===== config.mk =====
export PLATFORM = sky130hd
export DESIGN_NAME = mem_axi_window_bridge_flat
export DESIGN_NICKNAME = d
export VERILOG_FILES = /design/src/rtl/axi_bridge_pkg.sv /design/src/rtl/mem_axi_window_bridge_if.sv /design/src/rtl/axi_err_responder.sv /design/src/rtl/mem_axi_window_bridge.sv /design/src/flat_wrapper.sv
export SDC_FILE = /design/constraint.sdc
export NUM_CORES = 1
export LEC_CHECK = 0
export CAP_MARGIN = 25
export CORE_AREA = 2 2 235 237
export CTS_BUF_LIST = sky130_fd_sc_hd__clkbuf_4 sky130_fd_sc_hd__clkbuf_8
export DETAILED_ROUTE_END_ITERATION = 12
export DIE_AREA = 0 0 237 239
export GPL_ROUTABILITY_DRIVEN = 0
export PLACE_DENSITY = 0.51
export SYNTH_ARGS = -nofsm -noshare
export SYNTH_HDL_FRONTEND = slang
export SYNTH_SLANG_ARGS = --single-unit

===== constraint.sdc =====
create_clock -name clock -period 9.4 [get_ports clock]
set_input_delay 1.88 -clock clock [delete_from_list [all_inputs] [get_ports clock]]
set_output_delay 1.88 -clock clock [all_outputs]
set_load 0.01 [all_outputs]

===== src/rtl/axi_bridge_pkg.sv =====
// Shared definitions for the memory window bridge.
// Contents: AXI response encodings and the state enums of the error responder FSMs.
package axi_bridge_pkg;

   typedef enum logic [1:0] {
      RESP_OKAY   = 2'b00,
      RESP_EXOKAY = 2'b01,
      RESP_SLVERR = 2'b10,
      RESP_DECERR = 2'b11
   } axi_resp_e;

   typedef enum logic {
      RD_IDLE,
      RD_ERR
   } rd_state_e;

   typedef enum logic [1:0] {
      WR_IDLE,
      WR_DRAIN,
      WR_RESP
   } wr_state_e;

endpackage


===== src/rtl/mem_axi_window_bridge_if.sv =====
// AXI4 bus bundle used on both sides of the window bridge.
// Contains the AR, AW, W, R and B channels.
// Modports:
//   master - drives address, write data and response readies.
//   slave  - drives address/data readies and the R/B responses.
interface mem_axi_window_bridge_if #(
   parameter int ADDR_W = 32,
   parameter int DATA_W = 64,
   parameter int ID_W   = 6
);
   logic                ar_valid, ar_ready, ar_lock;
   logic [ADDR_W-1:0]   ar_addr;
   logic [7:0]          ar_len;
   logic [2:0]          ar_size, ar_prot;
   logic [1:0]          ar_burst;
   logic [ID_W-1:0]     ar_id;
   logic [3:0]          ar_cache, ar_qos;

   logic                aw_valid, aw_ready, aw_lock;
   logic [ADDR_W-1:0]   aw_addr;
   logic [7:0]          aw_len;
   logic [2:0]          aw_size, aw_prot;
   logic [1:0]          aw_burst;
   logic [ID_W-1:0]     aw_id;
   logic [3:0]          aw_cache, aw_qos;

   logic                w_valid, w_ready, w_last;
   logic [DATA_W-1:0]   w_data;
   logic [DATA_W/8-1:0] w_strb;

   logic                r_valid, r_ready, r_last;
   logic [ID_W-1:0]     r_id;
   logic [DATA_W-1:0]   r_data;
   logic [1:0]          r_resp;

   logic                b_valid, b_ready;
   logic [ID_W-1:0]     b_id;
   logic [1:0]          b_resp;

   modport master (
      output ar_valid, ar_addr, ar_len, ar_size, ar_burst, ar_id, ar_lock, ar_cache, ar_prot, ar_qos,
      input  ar_ready,
      output aw_valid, aw_addr, aw_len, aw_size, aw_burst, aw_id, aw_lock, aw_cache, aw_prot, aw_qos,
      input  aw_ready,
      output w_valid, w_data, w_strb, w_last,
      input  w_ready,
      input  r_valid, r_id, r_data, r_resp, r_last,
      output r_ready,
      input  b_valid, b_id, b_resp,
      output b_ready
   );

   modport slave (
      input  ar_valid, ar_addr, ar_len, ar_size, ar_burst, ar_id, ar_lock, ar_cache, ar_prot, ar_qos,
      output ar_ready,
      input  aw_valid, aw_addr, aw_len, aw_size, aw_burst, aw_id, aw_lock, aw_cache, aw_prot, aw_qos,
      output aw_ready,
      input  w_valid, w_data, w_strb, w_last,
      output w_ready,
      output r_valid, r_id, r_data, r_resp, r_last,
      input  r_ready,
      output b_valid, b_id, b_resp,
      input  b_ready
   );
endinterface


===== src/rtl/axi_err_responder.sv =====
// DECERR responder for bursts that fall outside the memory window.
// Read side : rd_start captures len/id; then len+1 R beats are emitted, with last on the final beat.
// Write side: wr_start captures id; W beats are drained until last, then one B beat is emitted.
// Ports: clock, reset_n (sync, active low); rd_* / r_* read engine; wr_* / w_* / b_* write engine.
//        rd_idle and wr_idle let the top gate new address acceptance.
module axi_err_responder
   import axi_bridge_pkg::*;
#(
   parameter int ID_W = 6
) (
   input  logic            clock,
   input  logic            reset_n,
   input  logic            rd_start,
   input  logic [7:0]      rd_len,
   input  logic [ID_W-1:0] rd_id,
   input  logic            r_ready,
   output logic            r_valid,
   output logic            r_last,
   output logic [ID_W-1:0] r_id,
   output logic            rd_idle,
   input  logic            wr_start,
   input  logic [ID_W-1:0] wr_id,
   input  logic            w_valid,
   input  logic            w_last,
   output logic            w_drain,
   input  logic            b_ready,
   output logic            b_valid,
   output logic [ID_W-1:0] b_id,
   output logic            wr_idle
);
   rd_state_e       rd_state_q, rd_state_d;
   wr_state_e       wr_state_q, wr_state_d;
   logic [7:0]      len_q, len_d, beat_q, beat_d;
   logic [ID_W-1:0] rid_q, rid_d, bid_q, bid_d;

   always_ff @(posedge clock) begin
      if (!reset_n) begin
         rd_state_q <= RD_IDLE;
         wr_state_q <= WR_IDLE;
         len_q      <= '0;
         beat_q     <= '0;
         rid_q      <= '0;
         bid_q      <= '0;
      end else begin
         rd_state_q <= rd_state_d;
         wr_state_q <= wr_state_d;
         len_q      <= len_d;
         beat_q     <= beat_d;
         rid_q      <= rid_d;
         bid_q      <= bid_d;
      end
   end

   always_comb begin
      rd_state_d = rd_state_q;
      len_d      = len_q;
      beat_d     = beat_q;
      rid_d      = rid_q;
      r_valid    = 1'b0;
      r_last     = 1'b0;
      rd_idle    = 1'b0;
      unique case (rd_state_q)
         RD_IDLE: begin
            rd_idle = 1'b1;
            if (rd_start) begin
               rd_state_d = RD_ERR;
               len_d      = rd_len;
               beat_d     = '0;
               rid_d      = rd_id;
            end
         end
         RD_ERR: begin
            r_valid = 1'b1;
            r_last  = (beat_q == len_q);
            if (r_ready) begin
               if (beat_q == len_q) rd_state_d = RD_IDLE;
               else                 beat_d     = beat_q + 8'd1;
            end
         end
         default: rd_state_d = RD_IDLE;
      endcase
   end

   always_comb begin
      wr_state_d = wr_state_q;
      bid_d      = bid_q;
      w_drain    = 1'b0;
      b_valid    = 1'b0;
      wr_idle    = 1'b0;
      unique case (wr_state_q)
         WR_IDLE: begin
            wr_idle = 1'b1;
            if (wr_start) begin
               wr_state_d = WR_DRAIN;
               bid_d      = wr_id;
            end
         end
         // w_ready is forced high while draining, so valid alone is a handshake
         WR_DRAIN: begin
            w_drain = 1'b1;
            if (w_valid && w_last) wr_state_d = WR_RESP;
         end
         WR_RESP: begin
            b_valid = 1'b1;
            if (b_ready) wr_state_d = WR_IDLE;
         end
         default: wr_state_d = WR_IDLE;
      endcase
   end

   assign r_id = rid_q;
   assign b_id = bid_q;

endmodule


===== src/rtl/mem_axi_window_bridge.sv =====
// AXI4 bridge from a core-side address window onto a DRAM window at WIN_BASE.
// In-window bursts are forwarded with zero latency and the address is rebased.
// Out-of-window bursts are answered locally with DECERR by axi_err_responder.
// Ports: clock, reset_n (sync, active low); s = core-side slave bus; m = HP-port master bus;
//        err_count (saturating count of rejected bursts); rd_out/wr_out (outstanding forwarded bursts).
module mem_axi_window_bridge
   import axi_bridge_pkg::*;
#(
   parameter int              ADDR_W   = 32,
   parameter int              DATA_W   = 64,
   parameter int              ID_W     = 6,
   parameter int              WIN_BITS = 28,
   parameter logic [ADDR_W-1:0] WIN_BASE = 32'h1000_0000,
   parameter int              MAX_OUT  = 8
) (
   input  logic                         clock,
   input  logic                         reset_n,
   mem_axi_window_bridge_if.slave       s,
   mem_axi_window_bridge_if.master      m,
   output logic [15:0]                  err_count,
   output logic [$clog2(MAX_OUT+1)-1:0] rd_out,
   output logic [$clog2(MAX_OUT+1)-1:0] wr_out
);
   localparam int CNT_W = $clog2(MAX_OUT+1);
   // Wide enough for a window offset plus the largest burst (256 beats << 7).
   localparam int SUM_W = WIN_BITS + 17;

   function automatic logic in_window(input logic [ADDR_W-1:0] addr,
                                      input logic [7:0] len, input logic [2:0] size);
      logic [SUM_W-1:0] burst_end;
      burst_end = SUM_W'(addr[WIN_BITS-1:0]) + ((SUM_W'(len) + SUM_W'(1)) << size);
      return (addr[ADDR_W-1:WIN_BITS] == '0) && (burst_end <= (SUM_W'(1) << WIN_BITS));
   endfunction

   logic [CNT_W-1:0] rd_out_q, rd_out_d, wr_out_q, wr_out_d;
   logic [15:0]      err_count_q, err_count_d;
   logic [16:0]      err_sum;
   logic             ar_win, aw_win, rd_room, wr_room, err_ar_go, err_aw_go;
   logic             rd_inc, rd_dec, wr_inc, wr_dec;
   logic             rd_idle, wr_idle, w_drain, r_err_valid, r_err_last, b_err_valid;
   logic [ID_W-1:0]  r_err_id, b_err_id;

   assign ar_win  = in_window(s.ar_addr, s.ar_len, s.ar_size);
   assign aw_win  = in_window(s.aw_addr, s.aw_len, s.aw_size);
   assign rd_room = rd_out_q < CNT_W'(MAX_OUT);
   assign wr_room = wr_out_q < CNT_W'(MAX_OUT);

   // Error bursts wait for the forwarded ones to drain so responses never interleave.
   assign m.ar_valid = reset_n && s.ar_valid && ar_win && rd_room && rd_idle;
   assign s.ar_ready = reset_n && (ar_win ? (rd_room && rd_idle && m.ar_ready)
                                          : (rd_out_q == '0 && rd_idle));
   assign m.aw_valid = reset_n && s.aw_valid && aw_win && wr_room && wr_idle;
   assign s.aw_ready = reset_n && (aw_win ? (wr_room && wr_idle && m.aw_ready)
                                          : (wr_out_q == '0 && wr_idle));
   assign err_ar_go  = s.ar_valid && s.ar_ready && !ar_win;
   assign err_aw_go  = s.aw_valid && s.aw_ready && !aw_win;

   assign m.ar_addr  = WIN_BASE | {{(ADDR_W-WIN_BITS){1'b0}}, s.ar_addr[WIN_BITS-1:0]};
   assign m.ar_len   = s.ar_len;
   assign m.ar_size  = s.ar_size;
   assign m.ar_burst = s.ar_burst;
   assign m.ar_id    = s.ar_id;
   assign m.ar_lock  = s.ar_lock;
   assign m.ar_cache = s.ar_cache;
   assign m.ar_prot  = s.ar_prot;
   assign m.ar_qos   = s.ar_qos;
   assign m.aw_addr  = WIN_BASE | {{(ADDR_W-WIN_BITS){1'b0}}, s.aw_addr[WIN_BITS-1:0]};
   assign m.aw_len   = s.aw_len;
   assign m.aw_size  = s.aw_size;
   assign m.aw_burst = s.aw_burst;
   assign m.aw_id    = s.aw_id;
   assign m.aw_lock  = s.aw_lock;
   assign m.aw_cache = s.aw_cache;
   assign m.aw_prot  = s.aw_prot;
   assign m.aw_qos   = s.aw_qos;

   // W passes straight through except while an error burst's data is being discarded.
   assign m.w_valid  = reset_n && s.w_valid && !w_drain;
   assign s.w_ready  = reset_n && (w_drain || m.w_ready);
   assign m.w_data   = s.w_data;
   assign m.w_strb   = s.w_strb;
   assign m.w_last   = s.w_last;

   assign s.r_valid  = reset_n && (rd_idle ? m.r_valid : r_err_valid);
   assign s.r_data   = rd_idle ? m.r_data : {DATA_W{1'b0}};
   assign s.r_resp   = rd_idle ? m.r_resp : RESP_DECERR;
   assign s.r_id     = rd_idle ? m.r_id   : r_err_id;
   assign s.r_last   = rd_idle ? m.r_last : r_err_last;
   assign m.r_ready  = reset_n && rd_idle && s.r_ready;

   assign s.b_valid  = reset_n && (b_err_valid || m.b_valid);
   assign s.b_resp   = b_err_valid ? RESP_DECERR : m.b_resp;
   assign s.b_id     = b_err_valid ? b_err_id    : m.b_id;
   assign m.b_ready  = reset_n && !b_err_valid && s.b_ready;

   axi_err_responder #(.ID_W(ID_W)) u_err (
      .clock    (clock),
      .reset_n  (reset_n),
      .rd_start (err_ar_go),
      .rd_len   (s.ar_len),
      .rd_id    (s.ar_id),
      .r_ready  (s.r_ready),
      .r_valid  (r_err_valid),
      .r_last   (r_err_last),
      .r_id     (r_err_id),
      .rd_idle  (rd_idle),
      .wr_start (err_aw_go),
      .wr_id    (s.aw_id),
      .w_valid  (s.w_valid),
      .w_last   (s.w_last),
      .w_drain  (w_drain),
      .b_ready  (s.b_ready),
      .b_valid  (b_err_valid),
      .b_id     (b_err_id),
      .wr_idle  (wr_idle)
   );

   assign rd_inc = m.ar_valid && m.ar_ready;
   assign rd_dec = m.r_valid && m.r_ready && m.r_last;
   assign wr_inc = m.aw_valid && m.aw_ready;
   assign wr_dec = m.b_valid && m.b_ready;

   always_comb begin
      rd_out_d = rd_out_q;
      wr_out_d = wr_out_q;
      if (rd_inc && !rd_dec)      rd_out_d = rd_out_q + CNT_W'(1);
      else if (!rd_inc && rd_dec) rd_out_d = rd_out_q - CNT_W'(1);
      if (wr_inc && !wr_dec)      wr_out_d = wr_out_q + CNT_W'(1);
      else if (!wr_inc && wr_dec) wr_out_d = wr_out_q - CNT_W'(1);
      err_sum     = {1'b0, err_count_q} + 17'(err_ar_go) + 17'(err_aw_go);
      err_count_d = err_sum[16] ? 16'hFFFF : err_sum[15:0];
   end

   always_ff @(posedge clock) begin
      if (!reset_n) begin
         rd_out_q    <= '0;
         wr_out_q    <= '0;
         err_count_q <= '0;
      end else begin
         rd_out_q    <= rd_out_d;
         wr_out_q    <= wr_out_d;
         err_count_q <= err_count_d;
      end
   end

   assign rd_out    = rd_out_q;
   assign wr_out    = wr_out_q;
   assign err_count = err_count_q;

endmodule

===== src/flat_wrapper.sv =====
// flat-port wrapper written by rule: the top's interface ports become plain ports
module mem_axi_window_bridge_flat import axi_bridge_pkg::*;
#(
   parameter int              ADDR_W   = 32,
   parameter int              DATA_W   = 64,
   parameter int              ID_W     = 6,
   parameter int              WIN_BITS = 28,
   parameter logic [ADDR_W-1:0] WIN_BASE = 32'h1000_0000,
   parameter int              MAX_OUT  = 8
)
  (clock, reset_n, err_count, rd_out, wr_out, s_ar_valid, s_ar_addr, s_ar_len, s_ar_size, s_ar_burst, s_ar_id, s_ar_lock, s_ar_cache, s_ar_prot, s_ar_qos, s_ar_ready, s_aw_valid, s_aw_addr, s_aw_len, s_aw_size, s_aw_burst, s_aw_id, s_aw_lock, s_aw_cache, s_aw_prot, s_aw_qos, s_aw_ready, s_w_valid, s_w_data, s_w_strb, s_w_last, s_w_ready, s_r_valid, s_r_id, s_r_data, s_r_resp, s_r_last, s_r_ready, s_b_valid, s_b_id, s_b_resp, s_b_ready, m_ar_valid, m_ar_addr, m_ar_len, m_ar_size, m_ar_burst, m_ar_id, m_ar_lock, m_ar_cache, m_ar_prot, m_ar_qos, m_ar_ready, m_aw_valid, m_aw_addr, m_aw_len, m_aw_size, m_aw_burst, m_aw_id, m_aw_lock, m_aw_cache, m_aw_prot, m_aw_qos, m_aw_ready, m_w_valid, m_w_data, m_w_strb, m_w_last, m_w_ready, m_r_valid, m_r_id, m_r_data, m_r_resp, m_r_last, m_r_ready, m_b_valid, m_b_id, m_b_resp, m_b_ready);
  mem_axi_window_bridge_if #(.ADDR_W(ADDR_W), .DATA_W(DATA_W), .ID_W(ID_W)) s_i ();
  mem_axi_window_bridge_if #(.ADDR_W(ADDR_W), .DATA_W(DATA_W), .ID_W(ID_W)) m_i ();
  input  logic clock;
  input  logic reset_n;
  output logic [15:0] err_count;
  output logic [$clog2(MAX_OUT+1)-1:0] rd_out;
  output logic [$clog2(MAX_OUT+1)-1:0] wr_out;
  input wire logic [$bits(s_i.ar_valid)-1:0] s_ar_valid;
  input wire logic [$bits(s_i.ar_addr)-1:0] s_ar_addr;
  input wire logic [$bits(s_i.ar_len)-1:0] s_ar_len;
  input wire logic [$bits(s_i.ar_size)-1:0] s_ar_size;
  input wire logic [$bits(s_i.ar_burst)-1:0] s_ar_burst;
  input wire logic [$bits(s_i.ar_id)-1:0] s_ar_id;
  input wire logic [$bits(s_i.ar_lock)-1:0] s_ar_lock;
  input wire logic [$bits(s_i.ar_cache)-1:0] s_ar_cache;
  input wire logic [$bits(s_i.ar_prot)-1:0] s_ar_prot;
  input wire logic [$bits(s_i.ar_qos)-1:0] s_ar_qos;
  output wire logic [$bits(s_i.ar_ready)-1:0] s_ar_ready;
  input wire logic [$bits(s_i.aw_valid)-1:0] s_aw_valid;
  input wire logic [$bits(s_i.aw_addr)-1:0] s_aw_addr;
  input wire logic [$bits(s_i.aw_len)-1:0] s_aw_len;
  input wire logic [$bits(s_i.aw_size)-1:0] s_aw_size;
  input wire logic [$bits(s_i.aw_burst)-1:0] s_aw_burst;
  input wire logic [$bits(s_i.aw_id)-1:0] s_aw_id;
  input wire logic [$bits(s_i.aw_lock)-1:0] s_aw_lock;
  input wire logic [$bits(s_i.aw_cache)-1:0] s_aw_cache;
  input wire logic [$bits(s_i.aw_prot)-1:0] s_aw_prot;
  input wire logic [$bits(s_i.aw_qos)-1:0] s_aw_qos;
  output wire logic [$bits(s_i.aw_ready)-1:0] s_aw_ready;
  input wire logic [$bits(s_i.w_valid)-1:0] s_w_valid;
  input wire logic [$bits(s_i.w_data)-1:0] s_w_data;
  input wire logic [$bits(s_i.w_strb)-1:0] s_w_strb;
  input wire logic [$bits(s_i.w_last)-1:0] s_w_last;
  output wire logic [$bits(s_i.w_ready)-1:0] s_w_ready;
  output wire logic [$bits(s_i.r_valid)-1:0] s_r_valid;
  output wire logic [$bits(s_i.r_id)-1:0] s_r_id;
  output wire logic [$bits(s_i.r_data)-1:0] s_r_data;
  output wire logic [$bits(s_i.r_resp)-1:0] s_r_resp;
  output wire logic [$bits(s_i.r_last)-1:0] s_r_last;
  input wire logic [$bits(s_i.r_ready)-1:0] s_r_ready;
  output wire logic [$bits(s_i.b_valid)-1:0] s_b_valid;
  output wire logic [$bits(s_i.b_id)-1:0] s_b_id;
  output wire logic [$bits(s_i.b_resp)-1:0] s_b_resp;
  input wire logic [$bits(s_i.b_ready)-1:0] s_b_ready;
  output wire logic [$bits(m_i.ar_valid)-1:0] m_ar_valid;
  output wire logic [$bits(m_i.ar_addr)-1:0] m_ar_addr;
  output wire logic [$bits(m_i.ar_len)-1:0] m_ar_len;
  output wire logic [$bits(m_i.ar_size)-1:0] m_ar_size;
  output wire logic [$bits(m_i.ar_burst)-1:0] m_ar_burst;
  output wire logic [$bits(m_i.ar_id)-1:0] m_ar_id;
  output wire logic [$bits(m_i.ar_lock)-1:0] m_ar_lock;
  output wire logic [$bits(m_i.ar_cache)-1:0] m_ar_cache;
  output wire logic [$bits(m_i.ar_prot)-1:0] m_ar_prot;
  output wire logic [$bits(m_i.ar_qos)-1:0] m_ar_qos;
  input wire logic [$bits(m_i.ar_ready)-1:0] m_ar_ready;
  output wire logic [$bits(m_i.aw_valid)-1:0] m_aw_valid;
  output wire logic [$bits(m_i.aw_addr)-1:0] m_aw_addr;
  output wire logic [$bits(m_i.aw_len)-1:0] m_aw_len;
  output wire logic [$bits(m_i.aw_size)-1:0] m_aw_size;
  output wire logic [$bits(m_i.aw_burst)-1:0] m_aw_burst;
  output wire logic [$bits(m_i.aw_id)-1:0] m_aw_id;
  output wire logic [$bits(m_i.aw_lock)-1:0] m_aw_lock;
  output wire logic [$bits(m_i.aw_cache)-1:0] m_aw_cache;
  output wire logic [$bits(m_i.aw_prot)-1:0] m_aw_prot;
  output wire logic [$bits(m_i.aw_qos)-1:0] m_aw_qos;
  input wire logic [$bits(m_i.aw_ready)-1:0] m_aw_ready;
  output wire logic [$bits(m_i.w_valid)-1:0] m_w_valid;
  output wire logic [$bits(m_i.w_data)-1:0] m_w_data;
  output wire logic [$bits(m_i.w_strb)-1:0] m_w_strb;
  output wire logic [$bits(m_i.w_last)-1:0] m_w_last;
  input wire logic [$bits(m_i.w_ready)-1:0] m_w_ready;
  input wire logic [$bits(m_i.r_valid)-1:0] m_r_valid;
  input wire logic [$bits(m_i.r_id)-1:0] m_r_id;
  input wire logic [$bits(m_i.r_data)-1:0] m_r_data;
  input wire logic [$bits(m_i.r_resp)-1:0] m_r_resp;
  input wire logic [$bits(m_i.r_last)-1:0] m_r_last;
  output wire logic [$bits(m_i.r_ready)-1:0] m_r_ready;
  input wire logic [$bits(m_i.b_valid)-1:0] m_b_valid;
  input wire logic [$bits(m_i.b_id)-1:0] m_b_id;
  input wire logic [$bits(m_i.b_resp)-1:0] m_b_resp;
  output wire logic [$bits(m_i.b_ready)-1:0] m_b_ready;
  assign s_i.ar_valid = s_ar_valid;
  assign s_i.ar_addr = s_ar_addr;
  assign s_i.ar_len = s_ar_len;
  assign s_i.ar_size = s_ar_size;
  assign s_i.ar_burst = s_ar_burst;
  assign s_i.ar_id = s_ar_id;
  assign s_i.ar_lock = s_ar_lock;
  assign s_i.ar_cache = s_ar_cache;
  assign s_i.ar_prot = s_ar_prot;
  assign s_i.ar_qos = s_ar_qos;
  assign s_ar_ready = s_i.ar_ready;
  assign s_i.aw_valid = s_aw_valid;
  assign s_i.aw_addr = s_aw_addr;
  assign s_i.aw_len = s_aw_len;
  assign s_i.aw_size = s_aw_size;
  assign s_i.aw_burst = s_aw_burst;
  assign s_i.aw_id = s_aw_id;
  assign s_i.aw_lock = s_aw_lock;
  assign s_i.aw_cache = s_aw_cache;
  assign s_i.aw_prot = s_aw_prot;
  assign s_i.aw_qos = s_aw_qos;
  assign s_aw_ready = s_i.aw_ready;
  assign s_i.w_valid = s_w_valid;
  assign s_i.w_data = s_w_data;
  assign s_i.w_strb = s_w_strb;
  assign s_i.w_last = s_w_last;
  assign s_w_ready = s_i.w_ready;
  assign s_r_valid = s_i.r_valid;
  assign s_r_id = s_i.r_id;
  assign s_r_data = s_i.r_data;
  assign s_r_resp = s_i.r_resp;
  assign s_r_last = s_i.r_last;
  assign s_i.r_ready = s_r_ready;
  assign s_b_valid = s_i.b_valid;
  assign s_b_id = s_i.b_id;
  assign s_b_resp = s_i.b_resp;
  assign s_i.b_ready = s_b_ready;
  assign m_ar_valid = m_i.ar_valid;
  assign m_ar_addr = m_i.ar_addr;
  assign m_ar_len = m_i.ar_len;
  assign m_ar_size = m_i.ar_size;
  assign m_ar_burst = m_i.ar_burst;
  assign m_ar_id = m_i.ar_id;
  assign m_ar_lock = m_i.ar_lock;
  assign m_ar_cache = m_i.ar_cache;
  assign m_ar_prot = m_i.ar_prot;
  assign m_ar_qos = m_i.ar_qos;
  assign m_i.ar_ready = m_ar_ready;
  assign m_aw_valid = m_i.aw_valid;
  assign m_aw_addr = m_i.aw_addr;
  assign m_aw_len = m_i.aw_len;
  assign m_aw_size = m_i.aw_size;
  assign m_aw_burst = m_i.aw_burst;
  assign m_aw_id = m_i.aw_id;
  assign m_aw_lock = m_i.aw_lock;
  assign m_aw_cache = m_i.aw_cache;
  assign m_aw_prot = m_i.aw_prot;
  assign m_aw_qos = m_i.aw_qos;
  assign m_i.aw_ready = m_aw_ready;
  assign m_w_valid = m_i.w_valid;
  assign m_w_data = m_i.w_data;
  assign m_w_strb = m_i.w_strb;
  assign m_w_last = m_i.w_last;
  assign m_i.w_ready = m_w_ready;
  assign m_i.r_valid = m_r_valid;
  assign m_i.r_id = m_r_id;
  assign m_i.r_data = m_r_data;
  assign m_i.r_resp = m_r_resp;
  assign m_i.r_last = m_r_last;
  assign m_r_ready = m_i.r_ready;
  assign m_i.b_valid = m_b_valid;
  assign m_i.b_id = m_b_id;
  assign m_i.b_resp = m_b_resp;
  assign m_b_ready = m_i.b_ready;
  mem_axi_window_bridge #(.ADDR_W(ADDR_W), .DATA_W(DATA_W), .ID_W(ID_W), .WIN_BITS(WIN_BITS), .WIN_BASE(WIN_BASE), .MAX_OUT(MAX_OUT)) u_core (.clock(clock), .reset_n(reset_n), .s(s_i), .m(m_i), .err_count(err_count), .rd_out(rd_out), .wr_out(wr_out));
endmodule

# == Yosys cells after proc, flatten, opt, wreduce, memory -nomap -nowiden ==
# Index checks and enable logic that the tools add are counted.
# word_totals
reg_bits,55
in_bits,292
output_inout_bits,314
# op_classes
addsub,11
order_cmp,4
eq_ne,9
shift,2
muxes,30
bitwise_logic,1
reduce_logical,62
# ops
cell,count
28-bit by 45-bit adder with 45-bit output,2
45-bit by 29-bit <= comparator with 1-bit output (second input constant),2
45-bit by 3-bit left shift with 45-bit output,2
64-bit 2-to-1 mux,1
1-bit logical AND,41
8-bit 2-to-1 mux,3
8-bit by 1-bit adder with 9-bit output (second input constant),2
16-bit by 1-bit adder with 17-bit output,1
17-bit by 1-bit adder with 17-bit output,1
4-bit zero test,4
16-bit 2-to-1 mux,1
4-bit 2-to-1 mux,4
8-bit case mux with 2 select lines,1
6-bit 2-to-1 mux,2
1-bit 2-to-1 mux,11
2-bit 2-to-1 mux,5
4-bit by 1-bit adder with 4-bit output (second input constant),2
8-bit by 1-bit adder with 8-bit output (second input constant),1
8-bit equality test,1
1-bit zero test,8
4-bit < comparator (second input constant),2
2-bit inequality test (second input constant),4
4-bit by 1-bit subtractor with 4-bit output (second input constant),2
2-bit case mux with 3 select lines,1
other kinds (10),15

# == Logic depth before layout (Yosys ltp) ==
# logic_depth
depth_word,13
mapped_depth,30
ltp_nobuf,27

# == Cells and area by module ==
# A second synthesis with hierarchy kept.
# hier_totals
cells_unflattened,1247
area_unflattened_um2,8914.8
# by_module_without_submodules
mod,n_inst,cells_per_inst,area_each_um2
mem_axi_window_bridge,1,1082,7507.2
axi_err_responder,1,165,1407.6

# == Least setup slack after synthesis ==
# OpenSTA, ideal clock, no wires.
# synth_path
kind,input port to output port
start,in s_ar_len[2]
end,out m_ar_valid
arrival_ns,5.689
required_time_ns,7.520
slack_ns,1.831
cell_stages,20
cell_sequence,clkbuf_1 > and3_1 > clkbuf_1 > and3_1 > nand2_1 > a32oi_1 > inv_1 > mux2i_1 > o21ai_1 > ha_1 > clkbuf_1 > nand4_1 > nor2_1 > o311ai_1 > a211o_1 > a311oi_1 > nand4_1 > nor4_2 > nor2_1 > nor3_1
# synth_via
elab_chain_cells,8
# synth_lines
element,line_no,rtl
start: declaration,flat_wrapper.sv:21,input wire logic [$bits(s_i.ar_len)-1:0] s_ar_len;
8-bit by 1-bit adder with 9-bit output,mem_axi_window_bridge.sv:31,burst_end = SUM_W'(addr[WIN_BITS-1:0]) + ((SUM_W'(len) + SUM_W'(1)) << size);
45-bit by 3-bit left shift with 45-bit output,mem_axi_window_bridge.sv:31,
28-bit by 45-bit adder with 45-bit output,mem_axi_window_bridge.sv:31,
45-bit by 29-bit <= comparator with 1-bit output,mem_axi_window_bridge.sv:32,return (addr[ADDR_W-1:WIN_BITS] == '0) && (burst_end <= (SUM_W'(1) << WIN_BITS));
1-bit logical AND,mem_axi_window_bridge.sv:32,
1-bit logical AND (3 in series),mem_axi_window_bridge.sv:49,assign m.ar_valid = reset_n && s.ar_valid && ar_win && rd_room && rd_idle;
end: declaration,flat_wrapper.sv:56,output wire logic [$bits(m_i.ar_valid)-1:0] m_ar_valid;
# No other way between the ends.

# == Worst setup path in the final report ==
# layout_path
start,in s_ar_len[0]
end,out m_ar_valid
# Same word-level chain as after synthesis.

==> results by group <==
Setup path
  • WS Path Type: input port to output pin
  • Reg2reg end: u_core.err_count[6]$_SDFF_PN0_
  • WP data required: 7.52 ns
  • Worst Setup End Kind: output pin
  • Reg2Reg Depth: 10
  • Setup crit start kind: input port
  • Flop-to-flop setup slack: 5.94 ns
  • Arr. time, crit path: 7.13 ns
  • CP Max Fanout: 8
  • Reg2reg start: u_core.u_err.rd_state_q$_SDFF_PN0_

Clock tree
  • Latest clock arrival within the worst-skew pair: 0.34 ns
  • Post-CTS Setup Bufs: 0
  • Post-CTS Hold Buffers: 0
  • H-tree depth: 2
  • Worst-path clk slew: 0.10 ns
  • Clock Sinks: 55
  • CTS resizes: 0
  • CTS tree: done
  • Cts bufs inserted: 5
  • Max clock buf depth: 2
  • Clock root buffer: clkbuf_8

Global route
  • Number of global-route vias before repair: 8,558
  • First-pass GRT wire length: 50.5 mm
  • Largest net degree at the start of global routing: 75
  • Initial antenna violation count: 2
  • Overall routing resource usage: 11.4%
  • GRT Residual Overflow: 0

Synthesis
  • Synth area leaders: buf_4 (18%), dfxtp_1 (13%), ha_1 (6.2%)
  • Cells after Synth: 1,203
  • Cell with the most instances after synthesis: buf_4
  • Number of enable flip-flop cells after synthesis: 0
  • Syn_area_per_cell: 7.05 um2
  • Part of the Yosys area used for sequential elements: 13.0%
  • Cell area after synthesis: 8490 um2
  • Unique masters post-synth: 76
  • Share of the synthesized area in the top cell type: 17.7%
  • Top cells by count, synth: buf_4 (200), nand2_1 (104), a21oi_1 (98)
  • Main synth FF type: dfxtp_1
  • Dominant cell type by area after synthesis: buf_4
  • #FFs+latches synth: 55
  • Ys async rst share: 0%
  • Yosys warns: 0

Power and ir drop
  • PD cells: 83.1 nW/um2
  • Cell-internal power: 0.592 mW
  • Total power: 0.992 mW
  • Net Sw Power: 0.401 mW
  • Clk pwr share: 14.8%
  • Static leakage: 4.44 nW
  • Combinational share of power: 59.3%
  • Sequential power share: 25.9%
  • Worst VDD drop: 53.4 uV
  • Net Sw Frac: 40.4%

Timing
  • FMAX: 0.111 GHz
  • Slew @ Worst Pin: 0.784 ns
  • Final setup TNS: 0 ns
  • Fin crit share: 95.9%
  • Hold_ws: 0.464 ns
  • RSZ-0062 raised after global routing: no
  • Pins over their slew limit: 0
  • Final setup fails: 0
  • Slew HR: 47.7%
  • Hold Fails Final Rpt: 0
  • Final Critical Period: 9.01 ns
  • Clock Skews: 0.0127 ns

Final layout
  • Layout cells sized above 1: 6.44%
  • Core Util, Final: 22.0%
  • Nets: 1,721
  • Area Growth Syn to Fin: 40.7%
  • Finished Layout Cells: 2,089

Floorplan
  • Die span in y: 239 um
  • Core ar.: 54,300 um2
  • Num ports: 606
  • Cell Rows: 86
  • Die width: 237 um
  • DIE AREA: 56,600 um2
  • Starting Density: 15.6%

Routing
  • DRT Pass-1 Iters: 5
  • Post-DR vias/cell: 4.34
  • DRC viols: 0
  • DR WL/cell: 16.5 um
  • Detailed Route Iter0 Violations: 415
  • Routed wire length: 34.5 mm
  • DR vias: 9,073
  • ANT nets after route: 0

Flow run
  • Max Cap Violations: 0

Worst hold path
  • Worst Hold Class: register to register
  • HP Start: u_core.u_err.b_id[2]$_SDFFE_PN0P_
  • Hold Path Sink: u_core.u_err.b_id[2]$_SDFFE_PN0P_
  • Worst hold path depth: 2

Run status
  • Outcome: complete, no violations

Placed design
  • # placed instances: 2,079
  • DP Wirelength: 28.8 mm
  • Port bufs: 397
## power by group through the flow
stage	Sequential (mW)	Clock [mW]	Combinational (mW)
after global routing	0.259	0.168	0.635
after CTS	0.258	0.158	0.588
after detailed placement	0.263	0	0.583
after floorplan	0.259	0	0.363
after global placement	0.262	0	0.582
final	0.257	0.147	0.588
## registers in the layout (all words and copies together) (netlist names)
signal                   cells
u_core.err_count            16
u_core.wr_out                4
u_core.u_err.wr_state_q      2
u_core.u_err.len_q           8
u_core.u_err.r_id            6
u_core.rd_out                4
u_core.u_err.beat_q          8
u_core.u_err.b_id            6
u_core.u_err.rd_state_q      1
## logic make-up (layout without fill, tap and decap cells)
family	after synthesis	in the layout	synth area share [%]
compound gates	276	276	20.4
xor+xnor	45	45	4.64
fa+ha+maj	47	47	7.37
buf+inv	284	458	21.6
flops	55	55	13.0
mux	35	35	4.36
other cells	2	10	0.0885
simple gates	459	459	28.6
## layout by cell type (no fill, tap or decap), types with 24 or more instances in the layout
master	Yosys	final
clkdlybuf4s50_1	0	397
nand2_1	104	104
a21oi_1	98	98
nor2_1	86	85
nor2b_1	70	70
dfxtp_1	55	54
nand3_1	52	52
ha_1	42	41
o21ai_0	32	32
inv_1	29	29
nor3_1	24	24
xor2_1	24	24
## critical path, stage by stage
cell and delay, ns:
clkdlybuf4s50_1 0.51, buf_4 0.19, and2_1 0.23, nand2_1 0.10, a21oi_1 0.15, nor2_1 0.05, a211oi_1 0.28, mux2_2 0.23
nand2_1 0.05, o21ai_0 0.14, ha_1 0.38, a21oi_1 0.25, o21ai_1 0.14, a31oi_1 0.46, or4b_1 0.20, nand4_1 0.09
or4_4 0.54, nor4_2 0.17, buf_4 0.18, nor2_1 0.08, nor3_1 0.24, clkdlybuf4s50_1 0.57
## metal layers
layer	track usage [%]	up-vias	wire [um]
li1	-	4413	-
met1	14.8	4234	15000
met2	18.5	363	16200
met3	2.96	61	2390
met4	3.22	2	896
met5	0	-	13
## how the worst max path moves through the flow
stage                startpoint         end  cells past startpoint
floorplan           s_ar_len[2]  m_ar_valid                     20
global placement    s_aw_len[1]  s_aw_ready                     20
detailed placement  s_aw_len[1]  s_aw_ready                     20
CTS                 s_aw_len[1]  s_aw_ready                     20
global route        s_ar_len[0]  m_ar_valid                     22
finish              s_ar_len[0]  m_ar_valid                     22
## metrics by stage
step | setup slack, ns | cell area, um2
4_1_cts | 0.276 | 11900
2_1_floorplan | 1.83 | 8510
3_3_place_gp | 0.402 | 11800
6_report | 0.389 | 11900
3_5_place_dp | 0.275 | 11800
5_1_grt | 0.00686 | 11900
## area by class of cell
type                       count  area (um2)
timing repair buffer         419        4140
tap                          704         881
multi-input combinational    870        5600
sequential                    55        1100
inverter                      31         116
antenna                        2        5.00
clock inverter                 3        22.5
clock buffer                   5        68.8
fill                        6033       42400
Power figures use the tool's default switching activity.
